$ cat config.mk
export PLATFORM = sky130hd
export DESIGN_NAME = serial_tx
export DESIGN_NICKNAME = d
export VERILOG_FILES = /design/src/rtl/serial_tx.sv
export SDC_FILE = /design/constraint.sdc
export NUM_CORES = 1
export LEC_CHECK = 0
export ABC_AREA = 1
export CAP_MARGIN = 20
export CORE_AREA = 5 5 74 76
export DETAILED_ROUTE_END_ITERATION = 16
export DIE_AREA = 0 0 79 81
export HOLD_SLACK_MARGIN = 0.12
export PLACE_DENSITY_LB_ADDON = 0.1
export SLEW_MARGIN = 10
export SYNTH_ARGS = -nofsm -noshare
export SYNTH_HDL_FRONTEND = slang
export SYNTH_SLANG_ARGS = --single-unit
$ cat constraint.sdc
create_clock -name clk -period 2 [get_ports clk]
set_clock_uncertainty 0.15 [all_clocks]
set_input_delay 0.3 -clock clk [delete_from_list [all_inputs] [get_ports clk]]
set_output_delay 0.3 -clock clk [all_outputs]
set_load 0.02 [all_outputs]
$ cat src/rtl/serial_tx.sv
// serial_tx: parallel-in, serial-out UART-style transmitter.
// Ports: clk, reset_n (sync, active-low), in_data/in_valid/in_ready
//        (word handshake), tx (registered line, idle high), busy, tx_done.
//
// Frame on tx: start(0), DATA_BITS data bits LSB first, optional even
// parity bit, stop(1). Each line bit is held for CLKS_PER_BIT cycles.
// tx_done is high during the final cycle of the stop bit.

module serial_tx #(
    parameter int CLKS_PER_BIT = 4,
    parameter int DATA_BITS    = 8,
    parameter int PARITY_EN    = 0
) (
    input  logic                 clk,
    input  logic                 reset_n,
    input  logic [DATA_BITS-1:0] in_data,
    input  logic                 in_valid,
    output logic                 in_ready,
    output logic                 tx,
    output logic                 busy,
    output logic                 tx_done
);

    typedef enum logic [2:0] {
        IDLE,
        START,
        DATA,
        PARITY,
        STOP
    } state_t;

    localparam logic [15:0] CNT_LAST = 16'(CLKS_PER_BIT - 1);
    localparam logic [4:0]  BIT_LAST = 5'(DATA_BITS - 1);

    state_t               state;
    state_t               state_n;
    logic [15:0]          cnt;
    logic [15:0]          cnt_n;
    logic [4:0]           bitc;
    logic [4:0]           bitc_n;
    logic [DATA_BITS-1:0] sh;
    logic [DATA_BITS-1:0] sh_n;
    logic [DATA_BITS-1:0] shifted;
    logic                 par;
    logic                 par_n;
    logic                 tx_n;
    logic                 last;

    // last cycle of the current line bit
    assign last     = (cnt == CNT_LAST);

    assign in_ready = reset_n && (state == IDLE);
    assign busy     = (state != IDLE);
    assign tx_done  = (state == STOP) && last;

    // State register; tx is a flop so the line never sees a
    // combinational path from the inputs.
    always_ff @(posedge clk) begin
        if (!reset_n) begin
            state <= IDLE;
            cnt   <= '0;
            bitc  <= '0;
            sh    <= '0;
            par   <= 1'b0;
            tx    <= 1'b1;
        end else begin
            state <= state_n;
            cnt   <= cnt_n;
            bitc  <= bitc_n;
            sh    <= sh_n;
            par   <= par_n;
            tx    <= tx_n;
        end
    end

    // Next-state logic. tx_n is the value the line takes after the
    // edge, so it is chosen from the state being entered.
    always_comb begin
        state_n = state;
        cnt_n   = cnt;
        bitc_n  = bitc;
        sh_n    = sh;
        par_n   = par;
        tx_n    = tx;
        shifted = sh >> 1;

        unique case (state)
            IDLE: begin
                tx_n = 1'b1;
                if (in_valid && in_ready) begin
                    state_n = START;
                    sh_n    = in_data;
                    par_n   = ^in_data;
                    cnt_n   = '0;
                    bitc_n  = '0;
                    tx_n    = 1'b0;
                end
            end

            START: begin
                if (last) begin
                    state_n = DATA;
                    cnt_n   = '0;
                    bitc_n  = '0;
                    tx_n    = sh[0];
                end else begin
                    cnt_n = cnt + 16'd1;
                end
            end

            DATA: begin
                if (last) begin
                    cnt_n = '0;
                    sh_n  = shifted;
                    if (bitc == BIT_LAST) begin
                        if (PARITY_EN != 0) begin
                            state_n = PARITY;
                            tx_n    = par;
                        end else begin
                            state_n = STOP;
                            tx_n    = 1'b1;
                        end
                    end else begin
                        bitc_n = bitc + 5'd1;
                        tx_n   = shifted[0];
                    end
                end else begin
                    cnt_n = cnt + 16'd1;
                end
            end

            PARITY: begin
                if (last) begin
                    state_n = STOP;
                    cnt_n   = '0;
                    tx_n    = 1'b1;
                end else begin
                    cnt_n = cnt + 16'd1;
                end
            end

            STOP: begin
                if (last) begin
                    state_n = IDLE;
                    cnt_n   = '0;
                    tx_n    = 1'b1;
                end else begin
                    cnt_n = cnt + 16'd1;
                end
            end

            default: begin
                state_n = IDLE;
                cnt_n   = '0;
                tx_n    = 1'b1;
            end
        endcase
    end

endmodule

==> run metrics <==
Final setup viols 0; die width 79 um; Mapped Cells 300; Post-synth top cells 88 x nand2_1, 46 x nor2_1, 34 x nand3_1; fin crit share 95.9%; IO buf count 14; Syn Nets 313; biggest area consumer among synthesized cells dfxtp_1; Fin Setup TNS 0 ps; Net Sw Frac 43.8%; worst-margin pin slew 394 ps; Worst Setup Path Type flip-flop to primary output; Int Power 0.00182 W; io pins 15; Initial Util 43.4%; P_leak 1.00 nW; drt drc 0; Worst slew margin 73.5%; Critical Path RT 1550 ps; largest net degree at the start of global routing 17; hold buffer count at CTS 0; H-Tree Depth 2; Power Density 1290 mW/mm^2; FFs w/ async S/R, synth 0%; Detailed Place HPWL 3720 um; Vias 1978; Final min period 1920 ps; Final Cell Area 0.00251 mm^2; Syn-to-layout area delta 24.3%; global-route usage over all layers 17.0%; Crit. End Element primary output; predominant post-synthesis flop cell dfxtp_1; biggest cell delay along the critical path 610 ps; postcts setup bufs 0; fin. max-slew vios 0; Comb pwr share 53.0%; Post-synth EDFFs 0; FILL cells 480; drt initial violations 58; core area 0.00466 mm^2; top cells by area, synth dfxtp_1 33%, nand2_1 16%, nor2_1 8.5%; Core Util, Final 53.9%; Via density 4.96; clock-pin slew on the worst setup and hold paths 60 ps; Die Height 81 um; Startpoint Class flip-flop; slowest CP cell clkdlybuf4s50_1; clock network fraction of total power 20.1%; Synth warnings 0; RSZ-0062 raised after global routing no; Syn Std Cell Area 0.00202 mm^2; Rows 25; first-pass GRT wire length 8590 um; Top Family by Delay on Critical Path buffers and inverters; Routed Antenna Nets 0; DP Area 0.00239 mm^2; CTS Buffer Depth 2; NetSw 0.00142 W; peak supply drop 0.000884 V; total wire length 4780 um; final hold viol count 0; achievable frequency 521 MHz; syn avg cell area 6.74 um^2; # clock sinks 33; outcome finished clean; Yosys cell types 33; vias in the first global route 1932; Skew-Pair Late Insertion Delay 290 ps; grt total ovfl 0; Worst EP arrival 1470 ps; routability cong. 0.868; CTS tree yes; Num CTS Buffers 5; post-synthesis sequential area ratio 32.7%; fin nets 357; initial antenna violation count 0; Root Buffer clkbuf_8; Sequential Power Share 27.0%; max-cap violation count 0; iteration count of the initial detailed-routing pass 4; die area 0.00640 mm^2; layout cell share with drive strength beyond 1 22.0%; post-synth top area share 32.7%; WL/cell 12.0 um; most common cell in the netlist nand2_1; Seq cells post-synth 33; Buf/Inv on CP 1; min-delay worst type flip-flop to flip-flop; antenna cells 0; worst path cell trace nor2_4 > nand2_4 > clkdlybuf4s50_1; critical path peak fanout 7
-- state kept, by name, indices dropped and copies added, names as in the netlist --
name / count
state: 3
tx: 1
sh: 8
cnt: 16
bitc: 5
-- area by class of cell --
type                       instances  area (um^2)  share of cell area (%)
timing repair buffer              44          359                    14.3
inverter                          24         95.1                    3.78
tap                               54         67.6                    2.69
clock buffer                       7         86.3                    3.44
multi-input combinational        236         1210                    48.2
sequential                        33          663                    26.4
clock inverter                     1         30.0                    1.20
-- power by group through the flow --
stage | clock, W | sequential [W] | combinational (W)
6_report | 0.000652 | 0.000874 | 0.00172
5_1_grt | 0.000707 | 0.000894 | 0.00191
4_1_cts | 0.000670 | 0.000873 | 0.00173
3_5_place_dp | 0 | 0.000882 | 0.00173
3_3_place_gp | 0 | 0.000882 | 0.00174
2_1_floorplan | 0 | 0.000880 | 0.00127
-- stage by stage --
stage,power (W),instances,worst slack (ps),hold slack [ps]
3_5_place_dp,0.00261,391,-57.0,328
2_1_floorplan,0.00215,300,135,303
4_1_cts,0.00327,399,65.0,341
6_report,0.00324,399,82.3,338
5_1_grt,0.00351,399,11.5,374
3_3_place_gp,0.00262,391,-30.9,319
-- timing repair --
item	4_1_cts	5_1_grt
setup endpoints to repair	3	1
resized for setup	8	2
pin swaps	0	0
-- routing by layer --
metal	GRT usage [%]	share of wire, %	vias up
met5	0	0	-
met2	30.1	48	29
met3	3.77	3.3	7
met1	20.0	47	882
li1	-	-	1060
met4	6.87	2.1	0
-- worst paths after layout --
check / from / slack, ps / endpoint / cells past startpoint
worst max-delay path: state[0] / 80 / busy / 3
worst max register to register: state[2] / 280 / bitc[0] / 10
worst min-delay path: sh[0] / 340 / sh[0] / 2
worst min register to register: sh[0] / 340 / sh[0] / 2
-- worst min-delay path, cell delays in order, from the launching register on --
cell,delay [ps]
dfxtp_1,310
nor2_1,90
nor2_1,50
-- kinds of logic after synthesis --
kind of cell / synth area share (%)
AOI/OAI and AO/OA: 9.60
adders and majority gates: 1.24
buffers and inverters: 7.93
DFF: 32.7
and+or+nand+nor: 48.5
-- placed cells by master (no fill, tap or decap), drive strengths merged, types with 7 or more instances in the layout --
master and count:
nand3 36, nand2 99, a21oi 22, buf 31
clkbuf 7, nor3 9, dfxtp 33, inv 23
nor2 50, clkdlybuf4s50 12
Power figures use the tool's default switching activity.
